===== src/rtl/id_ex_decode.sv =====
// RV32I decode stage with ID/EX pipeline register: valid/ready handshake,
// load-use interlock, flush and a saturating load-use stall counter.
module id_ex_decode #(
    parameter int unsigned STALL_CNT_W = 16
) (
    input  logic                   clk,
    input  logic                   reset,
    input  logic                   in_valid,
    input  logic [31:0]            in_instr,
    output logic                   in_ready,
    input  logic                   flush,
    input  logic                   out_ready,
    output logic                   out_valid,
    output logic [5:0]             alu_control,
    output logic [4:0]             rs1,
    output logic [4:0]             rs2,
    output logic [4:0]             rd,
    output logic [31:0]            imm,
    output logic                   use_imm,
    output logic                   reg_write,
    output logic                   mem_read,
    output logic                   mem_write,
    output logic                   branch,
    output logic                   illegal,
    output logic [STALL_CNT_W-1:0] stall_count
);

    localparam logic [5:0] ALU_ADD    = 6'd1;
    localparam logic [5:0] ALU_SUB    = 6'd2;
    localparam logic [5:0] ALU_AND    = 6'd3;
    localparam logic [5:0] ALU_OR     = 6'd4;
    localparam logic [5:0] ALU_XOR    = 6'd5;
    localparam logic [5:0] ALU_SLL    = 6'd6;
    localparam logic [5:0] ALU_SRL    = 6'd7;
    localparam logic [5:0] ALU_SRA    = 6'd8;
    localparam logic [5:0] ALU_SLT    = 6'd9;
    localparam logic [5:0] ALU_ADDI   = 6'd10;
    localparam logic [5:0] ALU_ANDI   = 6'd11;
    localparam logic [5:0] ALU_ORI    = 6'd12;
    localparam logic [5:0] ALU_XORI   = 6'd13;
    localparam logic [5:0] ALU_SLTI   = 6'd14;
    localparam logic [5:0] ALU_SLLI   = 6'd15;
    localparam logic [5:0] ALU_SRLI   = 6'd16;
    localparam logic [5:0] ALU_L_WORD = 6'd17;
    localparam logic [5:0] ALU_S_WORD = 6'd18;
    localparam logic [5:0] ALU_BEQ    = 6'd19;
    localparam logic [5:0] ALU_BNE    = 6'd20;

    localparam logic [6:0] OP_R      = 7'b0110011;
    localparam logic [6:0] OP_I      = 7'b0010011;
    localparam logic [6:0] OP_LOAD   = 7'b0000011;
    localparam logic [6:0] OP_STORE  = 7'b0100011;
    localparam logic [6:0] OP_BRANCH = 7'b1100011;

    logic [6:0]  w_opcode;
    logic [2:0]  w_f3;
    logic [6:0]  w_f7;
    logic [4:0]  w_rd;
    logic [4:0]  w_rs1;
    logic [4:0]  w_rs2;
    logic [5:0]  w_alu;
    logic [31:0] w_imm;
    logic        w_use_imm;
    logic        w_reg_write;
    logic        w_mem_read;
    logic        w_mem_write;
    logic        w_branch;
    logic        w_illegal;
    logic        w_uses_rs2;
    logic        w_hazard;
    logic        w_accept;

    logic                   r_out_valid;
    logic [5:0]             r_alu;
    logic [4:0]             r_rs1;
    logic [4:0]             r_rs2;
    logic [4:0]             r_rd;
    logic [31:0]            r_imm;
    logic                   r_use_imm;
    logic                   r_reg_write;
    logic                   r_mem_read;
    logic                   r_mem_write;
    logic                   r_branch;
    logic                   r_illegal;
    logic [STALL_CNT_W-1:0] r_stall;

    assign w_opcode = in_instr[6:0];
    assign w_rd     = in_instr[11:7];
    assign w_f3     = in_instr[14:12];
    assign w_rs1    = in_instr[19:15];
    assign w_rs2    = in_instr[24:20];
    assign w_f7     = in_instr[31:25];

    always_comb begin
        w_alu       = '0;
        w_imm       = '0;
        w_use_imm   = 1'b0;
        w_reg_write = 1'b0;
        w_mem_read  = 1'b0;
        w_mem_write = 1'b0;
        w_branch    = 1'b0;
        w_illegal   = 1'b0;
        w_uses_rs2  = 1'b0;
        case (w_opcode)
            OP_R: begin
                w_reg_write = 1'b1;
                w_uses_rs2  = 1'b1;
                case ({w_f7, w_f3})
                    {7'h00, 3'b000}: w_alu = ALU_ADD;
                    {7'h20, 3'b000}: w_alu = ALU_SUB;
                    {7'h00, 3'b111}: w_alu = ALU_AND;
                    {7'h00, 3'b110}: w_alu = ALU_OR;
                    {7'h00, 3'b100}: w_alu = ALU_XOR;
                    {7'h00, 3'b001}: w_alu = ALU_SLL;
                    {7'h00, 3'b101}: w_alu = ALU_SRL;
                    {7'h20, 3'b101}: w_alu = ALU_SRA;
                    {7'h00, 3'b010}: w_alu = ALU_SLT;
                    default:         w_illegal = 1'b1;
                endcase
            end
            OP_I: begin
                w_reg_write = 1'b1;
                w_use_imm   = 1'b1;
                w_imm       = {{20{in_instr[31]}}, in_instr[31:20]};
                case (w_f3)
                    3'b000: w_alu = ALU_ADDI;
                    3'b111: w_alu = ALU_ANDI;
                    3'b110: w_alu = ALU_ORI;
                    3'b100: w_alu = ALU_XORI;
                    3'b010: w_alu = ALU_SLTI;
                    3'b001, 3'b101: begin
                        // shifts take a zero-extended shamt; only funct7==0 forms are supported
                        w_imm = {27'd0, in_instr[24:20]};
                        if (w_f7 != 7'h00)
                            w_illegal = 1'b1;
                        else
                            w_alu = (w_f3 == 3'b001) ? ALU_SLLI : ALU_SRLI;
                    end
                    default: w_illegal = 1'b1;
                endcase
            end
            OP_LOAD: begin
                w_alu       = ALU_L_WORD;
                w_mem_read  = 1'b1;
                w_reg_write = 1'b1;
                w_use_imm   = 1'b1;
                w_imm       = {{20{in_instr[31]}}, in_instr[31:20]};
                if (w_f3 != 3'b010)
                    w_illegal = 1'b1;
            end
            OP_STORE: begin
                w_uses_rs2  = 1'b1;
                w_alu       = ALU_S_WORD;
                w_mem_write = 1'b1;
                w_use_imm   = 1'b1;
                w_imm       = {{20{in_instr[31]}}, in_instr[31:25], in_instr[11:7]};
                if (w_f3 != 3'b010)
                    w_illegal = 1'b1;
            end
            OP_BRANCH: begin
                w_uses_rs2 = 1'b1;
                w_branch   = 1'b1;
                w_imm      = {{20{in_instr[31]}}, in_instr[7], in_instr[30:25],
                              in_instr[11:8], 1'b0};
                case (w_f3)
                    3'b000:  w_alu = ALU_BEQ;
                    3'b001:  w_alu = ALU_BNE;
                    default: w_illegal = 1'b1;
                endcase
            end
            default: w_illegal = 1'b1;
        endcase
        if (w_illegal) begin
            w_alu       = '0;
            w_imm       = '0;
            w_use_imm   = 1'b0;
            w_reg_write = 1'b0;
            w_mem_read  = 1'b0;
            w_mem_write = 1'b0;
            w_branch    = 1'b0;
        end
        if (w_rd == 5'd0)
            w_reg_write = 1'b0;
    end

    assign w_hazard = r_out_valid & r_mem_read & (r_rd != 5'd0) &
                      ((r_rd == w_rs1) | (w_uses_rs2 & (r_rd == w_rs2)));
    assign in_ready = (~r_out_valid | out_ready) & ~w_hazard & ~flush;
    assign w_accept = in_valid & in_ready;

    always_ff @(posedge clk) begin
        if (reset) begin
            r_out_valid <= 1'b0;
            r_alu       <= '0;
            r_rs1       <= '0;
            r_rs2       <= '0;
            r_rd        <= '0;
            r_imm       <= '0;
            r_use_imm   <= 1'b0;
            r_reg_write <= 1'b0;
            r_mem_read  <= 1'b0;
            r_mem_write <= 1'b0;
            r_branch    <= 1'b0;
            r_illegal   <= 1'b0;
            r_stall     <= '0;
        end else begin
            if (flush) begin
                r_out_valid <= 1'b0;
            end else if (w_accept) begin
                r_out_valid <= 1'b1;
                r_alu       <= w_alu;
                r_rs1       <= w_rs1;
                r_rs2       <= w_rs2;
                r_rd        <= w_rd;
                r_imm       <= w_imm;
                r_use_imm   <= w_use_imm;
                r_reg_write <= w_reg_write;
                r_mem_read  <= w_mem_read;
                r_mem_write <= w_mem_write;
                r_branch    <= w_branch;
                r_illegal   <= w_illegal;
            end else if (out_ready) begin
                r_out_valid <= 1'b0;
            end
            if (w_hazard & in_valid & ~flush & ~(&r_stall))
                r_stall <= r_stall + 1'b1;
        end
    end

    assign out_valid   = r_out_valid;
    assign alu_control = r_alu;
    assign rs1         = r_rs1;
    assign rs2         = r_rs2;
    assign rd          = r_rd;
    assign imm         = r_imm;
    assign use_imm     = r_use_imm;
    assign reg_write   = r_reg_write;
    assign mem_read    = r_mem_read;
    assign mem_write   = r_mem_write;
    assign branch      = r_branch;
    assign illegal     = r_illegal;
    assign stall_count = r_stall;

endmodule

===== config.mk =====
export PLATFORM = sky130hd
export DESIGN_NAME = id_ex_decode
export DESIGN_NICKNAME = d
export VERILOG_FILES = /design/src/rtl/id_ex_decode.sv
export SDC_FILE = /design/constraint.sdc
export NUM_CORES = 1
export LEC_CHECK = 0
export ABC_CLOCK_PERIOD_IN_PS = 2300
export CORE_MARGIN = 2
export CORE_UTILIZATION = 35
export DETAILED_ROUTE_END_ITERATION = 16
export MAX_ROUTING_LAYER = met4
export PLACE_DENSITY = 0.77
export SYNTH_ARGS = -nofsm -noshare
export SYNTH_HDL_FRONTEND = slang
export SYNTH_SLANG_ARGS = --single-unit

===== constraint.sdc =====
create_clock -name clk -period 2.3 [get_ports clk]
set_input_delay 0.345 -clock clk [delete_from_list [all_inputs] [get_ports clk]]
set_output_delay 0.345 -clock clk [all_outputs]
set_load 0.01 [all_outputs]

=== Word-level counts from Yosys, hierarchy flattened ===
Index checks and enable logic that the tools add are counted.

* $add $sub $neg: 1
* Multiply operators: 0
* Div/mod/pow operators: 0
* Magnitude comparators: 0
* Equality and inequality tests: 22
* Shift-type cells: 0
* Mux-type cells: 30
* Bitwise logic cells: 16
* Reductions and logical operators: 17

{| class="wikitable"
|+ Operators by type and width
! kind !! count
|-
| 32-bit case mux with 4 select lines || 1
|-
| 32-bit 2-to-1 mux || 2
|-
| 10-bit by 3-bit equality test with 1-bit output (second input constant) || 4
|-
| 4-bit case mux with 9 select lines || 1
|-
| 5-bit case mux with 6 select lines || 1
|-
| 5-bit case mux with 5 select lines || 1
|-
| 10-bit by 9-bit equality test with 1-bit output (second input constant) || 2
|-
| 1-bit 2-to-1 mux || 18
|-
| 16-bit by 1-bit adder with 16-bit output (second input constant) || 1
|-
| 16-bit AND reduction || 1
|-
| 7-bit by 6-bit equality test with 1-bit output (second input constant) || 2
|-
| 3-bit equality test (second input constant) || 4
|-
| 1-bit bitwise AND || 10
|-
| 10-bit by 1-bit equality test with 1-bit output (second input constant) || 1
|-
| 10-bit by 2-bit equality test with 1-bit output (second input constant) || 1
|-
| 5-bit equality test || 2
|-
| 10-bit logical NOT || 1
|-
| 5-bit 2-to-1 mux || 2
|-
| 5-bit case mux with 2 select lines || 1
|-
| 3-bit OR reduction || 3
|-
| 9-bit OR reduction || 1
|-
| 2-bit OR reduction || 4
|-
| 7-bit by 2-bit equality test with 1-bit output (second input constant) || 1
|-
| 7-bit by 5-bit equality test with 1-bit output (second input constant) || 1
|-
| other kinds (16) || 20
|}

* Flip-flop bits (word level): 76
* Bits in latches: 0
* RAM bits: 0
* Bits in read-only memories: 0
* Input port bits: 37
* Output and inout bits: 77
* Logic and storage cells: 99
* Memories: 0

=== Logic depth before layout (Yosys ltp) ===
Gate-level depths: netlist (run 1).

* Depth after elaboration: 11
* Depth in mapped cells: 8
* Depth with buffers taken out: 7

=== Worst setup path after synthesis (run 1) ===
No wires, ideal clock.

* Kind: input -> register
* Start: in in_instr[2]
* End: reg r_stall[5], in the netlist stall_count[5]
* Library setup time: 0.123 ns
* Arrival time: 2.115 ns
* Required time: 2.177 ns
* Setup slack: 0.062 ns
* Stages: 7
* Path buffers: 1
* Path through: nand4bb_4 nor3_2 nand4_1 a2111o_1 buf_6 nor4_4 mux2_1

* Longest elaborated chain between the ends: 9
* Elaborated cells on any way between the ends: 11
* Classes of those cells: eq/ne (3); mux (1); bitwise (6); reduce/logical (1)

{| class="wikitable"
|+ RTL lines
! what !! RTL line !! text
|-
| from (decl) || 9 || <nowiki>input logic [31:0] in_instr,</nowiki>
|-
| 7-bit equality test / 7-bit by 6-bit equality test with 1-bit output (equally long branches) || 104 || <nowiki>case (w_opcode)</nowiki>
|-
| 3-bit OR reduction (no line) (*) || - ||
|-
| 1-bit 2-to-1 mux (*) || 104 ||
|-
| 1-bit bitwise AND (*) || 187 || <nowiki>((r_rd == w_rs1) | (w_uses_rs2 & (r_rd == w_rs2)));</nowiki>
|-
| 1-bit OR (*) || 187 ||
|-
| 1-bit bitwise AND (*) || 186 || <nowiki>assign w_hazard = r_out_valid & r_mem_read & (r_rd != 5'd0) &</nowiki>
|-
| 1-bit bitwise AND (*) (3 in series) || 225 || <nowiki>if (w_hazard & in_valid & ~flush & ~(&r_stall))</nowiki>
|-
| to (signal assigned) || 226 || <nowiki>r_stall <= r_stall + 1'b1;</nowiki>
|-
| to (decl) || 85 || <nowiki>logic [STALL_CNT_W-1:0] r_stall;</nowiki>
|}

Mark *: on every way between the ends. The rest lies on a longest branch, timed or not.
A chain may end at the register's enable or synchronous reset.

=== Worst setup path in the final report (run 1) ===
* Start: in in_instr[24]
* End: reg r_stall[2], in the netlist stall_count[2]

* Longest elaborated chain between the ends: 7

{| class="wikitable"
|+ RTL lines
! what !! RTL line
|-
| 5-bit equality test || 187
|-
| 1-bit bitwise AND || 187
|-
| 1-bit OR || 187
|-
| 1-bit bitwise AND || 186
|-
| 1-bit bitwise AND (3 in series) || 225
|}

Every way passes these cells.

==> impl_metrics.csv, run 1 <==
group,metric,value,unit
setup_path,worstPathCellList,"clkdlybuf4s50_1 > xor2_1 > nor2_1 > nand4_1 > a2111o_2 > clkbuf_16 > nor3b_4 > mux2_4",
floorplan,core,9640,um^2
yosys,synth_enable_flop_cells,0,
floorplan,row_count,36,
sta,tns,-0.114,ns
sta,rsz0062_at_grt,"yes",
placement,numPortBuffers,112,
placement,routabilityCongestion,0.963,
placement,dp.cells,692,
routing,first_pass_iters,5,
yosys,synthDistinctLibCells,55,
power,pwr_density_cell,398,nW/um^2
sta,post-route-period-util,102,%
setup_path,setup.worst_path.start_class,"input pin",
yosys,synthFlopType,"dfxtp_1",
sta,slew-limit-headroom,55.4,%
grt,grt_max_degree,41,
cells_and_area,fin_nets,609,
cells_and_area,drive_gt1_share,20.1,%
setup_path,cp.required,2.50,ns
setup_path,crit_type,"input pin to register",
sta,setup_viol,4,
cts,htreeDepth,2,
placement,hpwl,8210,um
sta,max_freq,425,MHz
run_status,violations,"setup timing",
routing,wl,11700,um
sta,hold_viol_final,0,
routing,routedWlPerCell,16.6,um
cells_and_area,diodes,0,
setup_path,slowest_stage,"a2111o_2",
sta,period_needed,2.35,ns
grt,grt.total_usage,22.2,%
floorplan,pin_count,114,
yosys,synth-seq-area-share,32.7,%
routing,vias,3876,
power,vdd_drop_max,0.245,mV
cts,cts.sinks,56,
routing,ant_nets,0,
grt,antenna_found_initial,0,
placement,dpl_worst_slack,-0.489,ns
setup_path,crit_fanout,6,
run_status,run_status,"finished with violations",
yosys,ys_async_sr_fraction,0,%
cts,numCtsBuffers,5,
floorplan,start_util,35.6,%
placement,place_area,4900,um^2
cells_and_area,layout_common_cells,"clkdlybuf4s50_1 (98), buf_4 (57), dfxtp_1 (54)",
floorplan,die_area,10600,um^2
cts,cts.path.max_buffers,2,
sta,setup_slack,-0.0513,ns
setup_path,setup.worst_path.start,"in_instr[24]",
cts,cts_hold_buf,0,
cts,clock_latency,0.31,ns
grt,grt_pass1_wl,18100,um
cells_and_area,area_growth,53.5,%
setup_path,critical_path.max_stage_delay,0.61,ns
min_path,hold_class,"input pin to register",
power,p_leak,1.88,nW
cells_and_area,fillCellCount,934,
cells_and_area,instances_no_fill,704,
yosys,avgSynthCellArea,7.73,um^2
yosys,synth_top_area_share,32.7,%
yosys,yosys.area.top_type,"dfxtp_1",
grt,overflow,0,
routing,dr.first_iter.drc_count,235,
setup_path,r2r_start,"rd[0]$_SDFFE_PP0P_",
yosys,syn_nets,482,
setup_path,arrival,2.55,ns
cells_and_area,fin_util,54.6,%
job,max-cap-violations,0,
yosys,netlist_area,3430,um^2
routing,drcViolationCount,0,
yosys,synth_warnings,0,
cells_and_area,final_common_cell,"clkdlybuf4s50_1",
cts,cts_tree,"built",
cts,path_clk_slew,0.09,ns
routing,via_per_inst,5.51,
floorplan,fp.dieH,103,um
setup_path,critPathCaptureType,"register",
cells_and_area,stdcell_area,5270,um^2
yosys,synth_top_cells_by_area,"dfxtp_1 (33%), a21oi_1 (8.0%), o21ai_0 (6.4%), nand3_1 (4.8%), buf_4 (4.6%)",
cts,cts_root_buf,"clkbuf_8",
yosys,ys_seq_elements,56,
grt,grt_pass1_vias,3657,
min_path,min-delay-start,"in_instr[26]",
sta,slew_viol_final,0,
floorplan,die-width,103,um
setup_path,cp_top_family,"buffers and inverters",
setup_path,cp_num_buf_inv,2,
sta,skew,0.00481,ns
sta,tightest_slew,0.663,ns
yosys,netlist_instances,444,
power breakdown:
group	switching (W)	leakage (nW)	internal (W)
registers	0.0000116	0.454	0.000983
clock network	0.000316	0.0642	0.000429
logic	0.000178	1.36	0.000177
total	0.000505	1.88	0.00159
tightest hold or removal path, cell delays in order:
cell and delay, ns:
dlymetal6s2s_1 0.16, nand4_1 0.08, a21oi_1 0.06
flip-flops by register name, summed over array words and instances (netlist names):
register,count
mem_read,1
rd,5
stall_count,16
reg_write,1
imm,13
rs2,5
alu_control,5
branch,1
illegal,1
mem_write,1
rs1,5
use_imm,1
out_valid,1
logic make-up after synthesis:
| logic type | after synthesis | share of synthesized area (%) |
|---|---|---|
| buf+inv | 63 | 9.59 |
| compound gates | 133 | 22.9 |
| xor+xnor | 10 | 2.55 |
| simple gates | 170 | 28.6 |
| fa+ha+maj | 1 | 0.365 |
| flops | 56 | 32.7 |
| other cells | 1 | 0.109 |
| mux | 10 | 3.28 |
per-stage QoR:
| stage | total power [W] | hold WS [ns] |
|---|---|---|
| after floorplan | 0.00117 | 0.423 |
| after global placement | 0.00136 | 0.462 |
| after detailed placement | 0.00137 | 0.466 |
| after CTS | 0.00211 | 0.444 |
| after global routing | 0.00218 | 0.393 |
| final | 0.00209 | 0.375 |
synth_stat cells, drive strengths merged (4+ instances only):
master and n:
a21oi 55, a31o 4, and2 4, and3 4, buf 27, clkbuf 30
dfxtp 56, inv 5, mux2 10, nand2 17, nand3 33, nand4 23
nor2 25, nor2b 15, nor3 19, nor3b 6, o211ai 4, o21ai 44
o31ai 4, or2 4, or4 5, xor2 8
final timing paths:
check / slack, ns / endpoint / depth (start not counted)
setup / recovery: -0.05 / stall_count[2]$_SDFFE_PP0P_ / 8
hold / removal: 0.38 / imm[6]$_SDFFE_PP0P_ / 3
setup reg to reg: -0.01 / stall_count[2]$_SDFFE_PP0P_ / 8
hold reg to reg: 0.48 / alu_control[3]$_SDFFE_PP0P_ / 2
per-layer routing:
metal / GRT usage (%) / share of wire, %
met5: - / 0
met2: 39.3 / 50
met1: 25.7 / 42
met4: 6.17 / 1.9
met3: 4.00 / 6.6
cell type report:
type,instances,area (um^2),share of cell area (%)
Timing Repair Buffer,177,1700,32.2
Sequential cell,56,1120,21.3
Inverter,6,22.5,0.428
Clock inverter,2,60.1,1.14
Tap cell,133,166,3.16
Clock buffer,5,68.8,1.31
Multi-Input combinational cell,325,2130,40.4
repair_timing:
| item | 4_1_cts | 5_1_grt |
|---|---|---|
| endpoints found under the hold margin | 0 | 0 |
| resized for setup | 39 | 17 |
| cloned | 2 | 0 |
| setup endpoints to repair | 16 | 31 |
| buffers inserted | 2 | 1 |
| pin swaps | 20 | 9 |
No activity file was read; power rests on OpenSTA's default activity.
==> run 2: changes to the inputs <==
Settings changed: CORE_ASPECT_RATIO set to 1.5, CORE_MARGIN 2 to not set.
==> run 2 against run 1 <==
  * The flow still finishes with violations (setup timing)
  * Global-route usage increased by 1.3 points
  * Setup slack lost 0.0090 ns
  * Critical path depth fell by 1
  * Design area grew 2.3%
  * Routed wire length grew 3.0%
  * Via count increased by 2.2%
  * First-iteration DRC count up 38%
  * Critical path type unchanged
==> impl_metrics.csv, run 2 (synthesis gave the netlist of run 1 again) <==
group,metric,value,unit
cts,cts_tree,"built",
routing,drcViolationCount,0,
job,max-cap-violations,0,
grt,grt.total_usage,23.5,%
grt,grt_max_degree,47,
placement,routabilityCongestion,0.921,
sta,slew-limit-headroom,40.8,%
sta,slew_viol_final,0,
placement,numPortBuffers,112,
cts,htreeDepth,2,
grt,antenna_found_initial,0,
sta,tns,-0.217,ns
floorplan,die-width,82.8,um
power,finalPower,0.00214,W
setup_path,setup.worst_path.start_class,"input pin",
cts,cts.sinks,56,
cells_and_area,final_common_cell,"clkdlybuf4s50_1",
setup_path,crit_type,"input pin to register",
run_status,run_status,"finished with violations",
cells_and_area,diodes,0,
routing,routedWlPerCell,17.5,um
sta,hold_viol_final,0,
cells_and_area,instances_no_fill,689,
min_path,hold_class,"input pin to register",
routing,wl,12000,um
grt,grt_pass1_wl,18900,um
sta,tightest_slew,0.889,ns
grt,grt_pass1_vias,3733,
cts,path_clk_slew,0.08,ns
floorplan,row_count,43,
cts,numCtsBuffers,5,
power,pwr_density_cell,398,nW/um^2
sta,post-route-period-util,103,%
routing,ant_nets,0,
cells_and_area,largest_reg_flops,16,
cts,cts_root_buf,"clkbuf_16",
sta,rsz0062_at_grt,"yes",
cells_and_area,layout_common_cells,"clkdlybuf4s50_1 (96), buf_4 (58), dfxtp_1 (53)",
cts,cts.path.max_buffers,2,
cells_and_area,fin_nets,615,
routing,dr.first_iter.drc_count,324,
placement,dp.cells,673,
setup_path,crit_fanout,6,
run_status,violations,"setup timing",
sta,hold_ws,0.467,ns
power,vdd_drop_max,0.389,mV
grt,overflow,0,
floorplan,core,9360,um^2
sta,setup_slack,-0.0603,ns
setup_path,cp.required,2.49,ns
routing,first_pass_iters,5,
cells_and_area,drive_gt1_share,24.1,%
cells_and_area,area_growth,57.0,%
routing,vias,3963,
power,p_leak,1.91,nW
sta,period_needed,2.36,ns
setup_path,critPathCaptureType,"register",
routing,via_per_inst,5.75,
floorplan,start_util,36.6,%
cells_and_area,fin_util,57.5,%
placement,hpwl,8270,um
sta,max_freq,424,MHz
sta,skew,0.00779,ns
cts,clock_latency,0.30,ns
floorplan,die_area,10200,um^2
setup_path,arrival,2.55,ns
sta,setup_viol,5,
floorplan,fp.dieH,123,um
floorplan,pin_count,114,
==> run 2: cell count changes in the layout (fill, tap and decap cells not counted), moves of 3 or more <==
cell / before / now
a21oi_1: 52 / 46
a21oi_2: 3 / 9
clkbuf_16: 1 / 7
clkbuf_8: 5 / 0
buf_6: 3 / 7
dlygate4sd2_1: 5 / 9
or4_1: 5 / 2
or4_4: 0 / 3
==> run 2: worst max-delay path, cell delays in order <==
cell and delay (ns):
clkdlybuf4s50_1 0.51, a21oi_1 0.19, nand4_1 0.17, a2111o_2 0.61, clkbuf_16 0.22, nor3b_4 0.19
mux2_4 0.31
==> run 2: layout make-up <==
class / instances / area, um^2
clock buffers: 5 / 125
clock inverters: 2 / 16.3
fillers: 840 / 3980
inverters: 6 / 22.5
multi-input cells: 325 / 2200
flip-flops and latches: 56 / 1120
well taps: 112 / 140
repair buffers: 183 / 1750
==> run 2: final timing paths <==
| path | startpoint | end | slack [ns] | depth (start not counted) |
|---|---|---|---|---|
| max | in_instr[4] | stall_count[2]$_SDFFE_PP0P_ | -0.06 | 7 |
| min | in_instr[17] | rs1[2]$_SDFFE_PP0P_ | 0.47 | 3 |
| max reg2reg | rd[3]$_SDFFE_PP0P_ | stall_count[2]$_SDFFE_PP0P_ | -0.05 | 8 |
| min reg2reg | rs1[4]$_SDFFE_PP0P_ | rs1[4]$_SDFFE_PP0P_ | 0.48 | 2 |
==> run 2: timing repair <==
| action | CTS | global route |
|---|---|---|
| resized for setup | 46 | 37 |
| endpoints found under the setup margin | 17 | 38 |
| pin swaps | 20 | 15 |
| buffers inserted | 2 | 4 |
| gates cloned | 2 | 1 |
| hold buffers | 0 | 0 |
==> run 2: stage by stage <==
step	area [um^2]	worst slack [ns]
floorplan	3430	0.0616
global placement	4890	-0.449
detailed placement	4890	-0.521
CTS	5220	-0.141
global route	5390	-0.104
finish	5390	-0.0603
==> run 2: metal layers <==
| metal | vias up | wire length (um) | track usage, % |
|---|---|---|---|
| li1 | 1870 | - | - |
| met1 | 1877 | 4500 | 25.1 |
| met2 | 186 | 6410 | 43.1 |
| met3 | 30 | 779 | 4.14 |
| met4 | 0 | 357 | 9.38 |
| met5 | - | 0 | - |
==> run 2: report_power, final <==
| group | internal, W | total, W | switching (W) | leakage (nW) |
|---|---|---|---|---|
| registers | 0.000983 | 0.000993 | 0.0000102 | 0.454 |
| clock network | 0.000403 | 0.000779 | 0.000376 | 0.0663 |
| logic | 0.000181 | 0.000369 | 0.000188 | 1.39 |
| total | 0.00157 | 0.00214 | 0.000574 | 1.91 |
